### config.mk
export PLATFORM = sky130hd
export DESIGN_NAME = alu_writeback_stage
export DESIGN_NICKNAME = d
export VERILOG_FILES = /design/src/rtl/alu_writeback_stage.sv
export SDC_FILE = /design/constraint.sdc
export NUM_CORES = 1
export LEC_CHECK = 0
export ABC_AREA = 1
export BUFFER_PORTS_ARGS = -buffer_cell sky130_fd_sc_hd__buf_2
export CORE_AREA = 2 2 102 104
export CTS_CLUSTER_DIAMETER = 200
export DETAILED_ROUTE_END_ITERATION = 8
export DIE_AREA = 0 0 104 106
export PLACE_DENSITY_LB_ADDON = 0.3
export SYNTH_ARGS = -nofsm -noshare
export SYNTH_HDL_FRONTEND = slang
export SYNTH_SLANG_ARGS = --single-unit
export TNS_END_PERCENT = 20
### constraint.sdc
create_clock -name clk -period 7.5 [get_ports clk]
set_clock_uncertainty 0.2 [all_clocks]
set_input_delay 2.25 -clock clk [delete_from_list [all_inputs] [get_ports clk]]
set_output_delay 2.25 -clock clk [all_outputs]
set_load 0.03 [all_outputs]
### src/rtl/alu_writeback_stage.sv
// alu_writeback_stage
// Two-entry skid buffer between the ALU and the register-file write port.
// Entries leave in FIFO order. On commit, an entry's flags update the
// architectural status register {C,S,V,Z} and feed a sticky overflow bit.
// The head entry is re-registered into out_* so the outputs come straight
// from flops. in_ready depends only on the occupancy register, so there is
// no combinational path from out_ready to in_ready.
module alu_writeback_stage #(
   parameter int DATA_W = 32,
   parameter int REG_AW = 5
) (
   input  logic              clk,
   input  logic              rst_n,
   input  logic              in_valid,
   output logic              in_ready,
   input  logic [DATA_W-1:0] in_result,
   input  logic              in_carry,
   input  logic              in_sign,
   input  logic              in_ovf,
   input  logic              in_zero,
   input  logic [REG_AW-1:0] in_rd,
   input  logic              in_wen,
   input  logic              in_flag_we,
   output logic              out_valid,
   input  logic              out_ready,
   output logic [DATA_W-1:0] out_result,
   output logic [REG_AW-1:0] out_rd,
   output logic              out_wen,
   output logic [3:0]        status_q,
   output logic              sticky_ovf,
   input  logic              clr_sticky
);

   // Buffer storage (data only, never reset)
   logic [DATA_W-1:0] res_p0 [0:1];
   logic [REG_AW-1:0] rd_p0  [0:1];
   logic [3:0]        flg_p0 [0:1];
   logic [1:0]        wen_p0;
   logic [1:0]        fwe_p0;

   // Control state
   logic [1:0] count_q;
   logic       head_q;
   logic       tail_q;

   logic       push;
   logic       pop;
   logic [1:0] count_n;
   logic       head_n;
   logic       wen_eff;
   logic       fill_from_in;

   logic [DATA_W-1:0] nxt_result;
   logic [REG_AW-1:0] nxt_rd;
   logic              nxt_wen;

   logic [3:0] head_flg;
   logic       head_fwe;

   assign in_ready  = (count_q != 2'd2);
   assign out_valid = (count_q != 2'd0);
   assign push      = in_valid & in_ready;
   assign pop       = out_valid & out_ready;

   // Register 0 is hard-wired, so a write to it is squashed at capture time
   assign wen_eff   = in_wen & (in_rd != '0);

   assign head_flg  = flg_p0[head_q];
   assign head_fwe  = fwe_p0[head_q];

   // Next occupancy and head pointer after this cycle's push/pop
   always_comb begin
      count_n = count_q;
      unique case ({push, pop})
         2'b10:   count_n = count_q + 2'd1;
         2'b01:   count_n = count_q - 2'd1;
         default: count_n = count_q;
      endcase
      head_n = head_q ^ pop;
   end

   // Select the entry that will be at the head after this edge: it is either
   // already stored, or it is the incoming word landing in the head slot
   always_comb begin
      fill_from_in = push & (tail_q == head_n);
      if (fill_from_in) begin
         nxt_result = in_result;
         nxt_rd     = in_rd;
         nxt_wen    = wen_eff;
      end else begin
         nxt_result = res_p0[head_n];
         nxt_rd     = rd_p0[head_n];
         nxt_wen    = wen_p0[head_n];
      end
   end

   // Write the accepted entry at the tail slot
   always_ff @(posedge clk) begin
      if (push) begin
         res_p0[tail_q] <= in_result;
         rd_p0[tail_q]  <= in_rd;
         flg_p0[tail_q] <= {in_carry, in_sign, in_ovf, in_zero};
         wen_p0[tail_q] <= wen_eff;
         fwe_p0[tail_q] <= in_flag_we;
      end
   end

   // Occupancy and 1-bit ring pointers
   always_ff @(posedge clk or negedge rst_n) begin
      if (!rst_n) begin
         count_q <= 2'd0;
         head_q  <= 1'b0;
         tail_q  <= 1'b0;
      end else begin
         count_q <= count_n;
         head_q  <= head_n;
         tail_q  <= tail_q ^ push;
      end
   end

   // Output register: load the next head, or hold data and drop wen when empty
   always_ff @(posedge clk or negedge rst_n) begin
      if (!rst_n) begin
         out_result <= '0;
         out_rd     <= '0;
         out_wen    <= 1'b0;
      end else if (count_n != 2'd0) begin
         out_result <= nxt_result;
         out_rd     <= nxt_rd;
         out_wen    <= nxt_wen;
      end else begin
         out_wen    <= 1'b0;
      end
   end

   // Commit flags in pop order; a set in the same cycle as a clear takes priority
   always_ff @(posedge clk or negedge rst_n) begin
      if (!rst_n) begin
         status_q   <= 4'b0000;
         sticky_ovf <= 1'b0;
      end else begin
         if (pop && head_fwe) begin
            status_q <= head_flg;
         end
         if (pop && head_fwe && head_flg[1]) begin
            sticky_ovf <= 1'b1;
         end else if (clr_sticky) begin
            sticky_ovf <= 1'b0;
         end
      end
   end

endmodule
* Word level (Yosys, flattened, before mapping) *
Memories as Yosys holds them, arrays and structs flattened. A register that Yosys moved wholly into a read port is not among the register bits.
Cells that the tools add are included.

operators by class
  $add $sub $neg = 2
  eq/ne operators = 4
  magnitude comparators = 4
  reductions and logical operators = 9
  bitwise gates (word level) = 6
  muxes and demuxes = 15

operator list
  kind                 count
  $mux 1               11
  $lt 1x2->1 const B   3
  $reduce_bool 2->1    3
  $reduce_bool 5->1    1
  $and 1x1->1          4
  $bwmux 2             2
  $pmux 2 s2           1
  $logic_and 1x1->1    3
  $add 2x1->2 const B  1
  $eq 2x1->1 const B   1
  $eq 2x2->1 const B   1
  $logic_not 1->1      2
  $ne 2x2->1 const B   1
  $sub 2x1->2 const B  1
  $xor 1x1->1          2
  $demux 1 s1          1
  $eq 1x1->1           1
  $ge 1x1->1 const B   1

word-level totals
  memory bits (writable) = 82
  flip-flop bits (word level) = 14
  input bits = 48
  word-level logic and storage cells = 51
  memories = 3

memories
  memory  words  width  rd ports  clocked after memory_dff  wr ports  RTL line  text
  res_p0  2      32     1         1                         1         35        logic [DATA_W-1:0] res_p0 [0:1];
  rd_p0   2      5      1         1                         1         36        logic [REG_AW-1:0] rd_p0 [0:1];
  flg_p0  2      4      1         0                         1         37        logic [3:0] flg_p0 [0:1];

* Longest topological paths before layout *
  depth after elaboration = 7
  depth in mapped cells = 14
  mapped depth without buffers = 12

* Worst setup path after synthesis *
Ideal clock, no wire load.

  path kind = input -> register
  start point = input port in_valid
  end point = memory flg_p0[0][0], enable pin
  path buffers = 1
  cell stages on the path = 4
  arrival = 3.695 ns
  path slack = 3.201 ns
  library setup time = 0.405 ns
  cells stage by stage = nand2_1 inv_2 buf_2 ha_1

between the ends
  cells in the longest elaborated chain, start to end = 3

RTL lines
  item                          RTL line  text
  from (decl)                   14        input logic in_valid,
  $and 1x1->1                   62        assign push = in_valid & in_ready;
  $mux 1                        99        if (push) begin
  $mux 1 (implied by the code)  102       flg_p0[tail_q] <= {in_carry, in_sign, in_ovf, in_zero};
  to (decl)                     37

No other way between the ends.

* Worst setup path after layout *
  start point = input port out_ready
  end point = register out_result[28], read port of res_p0

between the ends
  cells in the longest elaborated chain, start to end = 4
  elaborated cells on any way between the ends = 6
  classes of those cells = eq/ne: 2; mux: 1; bitwise: 2; reduce/logical: 1

RTL lines
  item                                      RTL line  text
  from (decl)                               25        input logic out_ready,
  $and 1x1->1 (*)                           63        assign pop = out_valid & out_ready;
  $eq 2x1->1 or $eq 2x2->1 (tied branches)  74        unique case ({push, pop})
  $pmux 2 s2 (*)                            74
  net count_n[1]                            48        logic [1:0] count_n;
  $reduce_bool 2->1 (*)                     127       end else if (count_n != 2'd0) begin
  to (decl)                                 26        output logic [DATA_W-1:0] out_result,

Mark *: on every way through the listed nets, which the timed path passes. The rest lies on a longest branch.
A chain may end at the register's enable or synchronous reset.

==> results.json <==
{
  "min_path_type": "reg -> reg",
  "slew_viol_final": 0,
  "clk_path_buf_depth": 2,
  "synth_top_area_share": 0.436,
  "hold_violations": 0,
  "period_share": 0.630,
  "pin_count": 93,
  "clock-sinks": 133,
  "cellLeakagePower_nw": 3.60,
  "place_area_um2": 6370,
  "synth_edf_count": 86,
  "fin_nets": 775,
  "postCtsHoldBufs": 0,
  "numCtsBuffers": 17,
  "crit_path_start": "out_ready",
  "netlist_area_um2": 5930,
  "grt_overflow": 0,
  "drc": 0,
  "cap_viol_max_count": 0,
  "critPathKind": "in -> reg",
  "dp_hpwl_um": 7360,
  "drive_gt1_frac": 0.183,
  "cts_setup_buffers": 0,
  "endpoint_kind": "flop",
  "first_iter_violations": 379,
  "worst_pin_slew_ps": 1170,
  "critPathBufInv": 3,
  "drt-total-wl_um": 13200,
  "syn2layout_area_growth_pct": 18.6,
  "slowest_delay_ps": 740,
  "synthFlopType": "edfxtp_1",
  "synth.avg_cell_area_um2": 9.25,
  "ys_types": 20,
  "grt_pass1_vias": 4513,
  "tritoncts": "done",
  "first_pass_iters": 5,
  "antenna_found_initial": 0,
  "arrival_ps": 4930,
  "clockRootBuffer": "clkbuf_8",
  "port_buffers": 92,
  "antenna_cells": 0,
  "syn_inst": 641,
  "synth_nets": 692,
  "fp.dieArea_um2": 11000,
  "synth_area_leader_cell": "edfxtp_1",
  "crit_chain": "buf_2, o21ai_1, inv_1, ha_1, or2_1, nand4_1, nand2_1, nor2_4, inv_2, nand3_1, nand2_1",
  "drt.antenna.violating_nets": 0,
  "setup_viol": 0,
  "design_area_um2": 7030,
  "gp_congestion": 0.874,
  "peakVddDrop_uv": 247,
  "synthTopCellsByArea": "edfxtp_1, dfrtp_1, nand2_1",
  "crit_slowest_cell": "nor2_4",
  "wl_per_cell_um": 15.2,
  "ys_seq_area_frac": 0.634,
  "path_max_fanout": 38,
  "dp.cells": 841,
  "die_w_um": 104,
  "r2r-start": "count_q[0]",
  "fin_util": 0.703,
  "vias": 4515,
  "fp.coreArea_um2": 10000,
  "avgViaCountPerCell": 5.17,
  "grt_first_pass_wirelength_um": 21300,
  "cpLargestDelayFamily": "simple AND/OR/NAND/NOR gates",
  "power.density_nw_per_um2": 519,
  "start_kind": "input pin",
  "fmax_ghz": 0.212,
  "outcome": "complete, no violations",
  "ys_warn_count": 0,
  "ys_seq_elements": 133,
  "synth_common_cells": "nand2_1, inv_1, edfxtp_1",
  "cts-htree-levels": 4,
  "grt_usage": 0.251,
  "synth_most_common_cell": "nand2_1",
  "hold_slack_ps": 271,
  "crit_top_cell": "nand2_1",
  "synthArstFlopShare": 0.353,
  "die_h_um": 106,
  "start_util": 0.593,
  "rsz0062_at_grt": "no",
  "relSlewSlack": 0.220,
  "min_from": "out_result[12]",
  "grt_max_degree": 48,
  "clock_latency_ps": 530,
  "rows": 37,
  "min_period_ps": 4720,
  "cts.reportedPaths.clkPinSlew_ps": 60,
  "finalNonFillerCells": 873,
  "cts-resized-gates": 0,
  "required_ps": 7710,
  "fin_setup_tns_ps": 0
}
-- metal layers --
metal,track usage,vias to the layer above,wire length (um)
met2,0.434,197,6700
li1,-,2136,-
met4,0.109,0,204
met5,0,-,0
met1,0.307,2159,5450
met3,0.0521,23,894
-- logic make-up after synthesis --
group | share of synthesized area
and+or+nand+nor | 0.239
buffers and inverters | 0.114
DFF | 0.634
AOI/OAI and AO/OA | 0.00570
adders and majority gates | 0.00633
xor gates and xnor gates | 0.00148
-- state kept, by name, indices dropped and copies added, names as in the netlist --
signal and flops:
tail_q 1, rd_p0 10, out_result 32, res_p0 64, out_wen 1, count_q 2, flg_p0 8, status_q 4
head_q 1, sticky_ovf 1, fwe_p0 2, out_rd 5, wen_p0 2
-- area by class of cell --
class / count / area [um^2]
Sequential cell: 133 / 3760
Fill cell: 759 / 2970
Multi-Input combinational cell: 355 / 1510
Inverter: 125 / 469
Timing Repair Buffer: 92 / 460
Clock buffer: 18 / 428
Clock inverter: 14 / 231
Tap cell: 136 / 170
-- cells in the final DEF, fill, tap and decap left out, types with 2 or more instances in the layout --
master        n
nor2_1        5
nand4_1       2
dfrtp_1      47
nand2_1     251
nand2_2       4
inv_1       121
clkbuf_16    16
inv_2         4
clkinv_4      2
clkbuf_8      2
bufinv_16     6
ha_2          2
clkinv_2      3
a31oi_1       3
o21ai_0       2
nand3_1      80
edfxtp_1     86
buf_2        92
clkinvlp_4    2
-- worst reg2reg max path: stages (launching register included) --
cell and delay, ps:
dfrtp_1 430, o21ai_1 220, inv_1 90, ha_1 220
or2_1 230, nand4_1 90, nand2_1 110, nor2_4 740
inv_2 590, nand3_1 280, nand2_1 80
-- power by group --
part / switching, W / internal (W) / leakage, nW / total, W
Combinational: 0.00113 / 0.000413 / 1.94 / 0.00155
Clock: 0.000308 / 0.000613 / 0.318 / 0.000922
Sequential: 0.000116 / 0.00106 / 1.35 / 0.00118
Total: 0.00156 / 0.00209 / 3.60 / 0.00365
-- through the flow --
step                      power, W  setup slack, ps
after floorplan            0.00238             3200
final                      0.00365             2780
after global routing       0.00387             2600
after detailed placement   0.00270             2310
after global placement     0.00265             2430
after CTS                  0.00364             2860
-- final timing paths --
path	to	slack [ps]	cells after the start
min in group asynchronous	status_q[2]	1730	1
worst max-delay path	out_result[28]	2780	11
worst max register to register	out_result[28]	4080	10
max in group asynchronous	count_q[1]	4690	1
worst min register to register	out_result[12]	270	2
worst min-delay path	out_result[12]	270	2
Power figures use the tool's default switching activity.
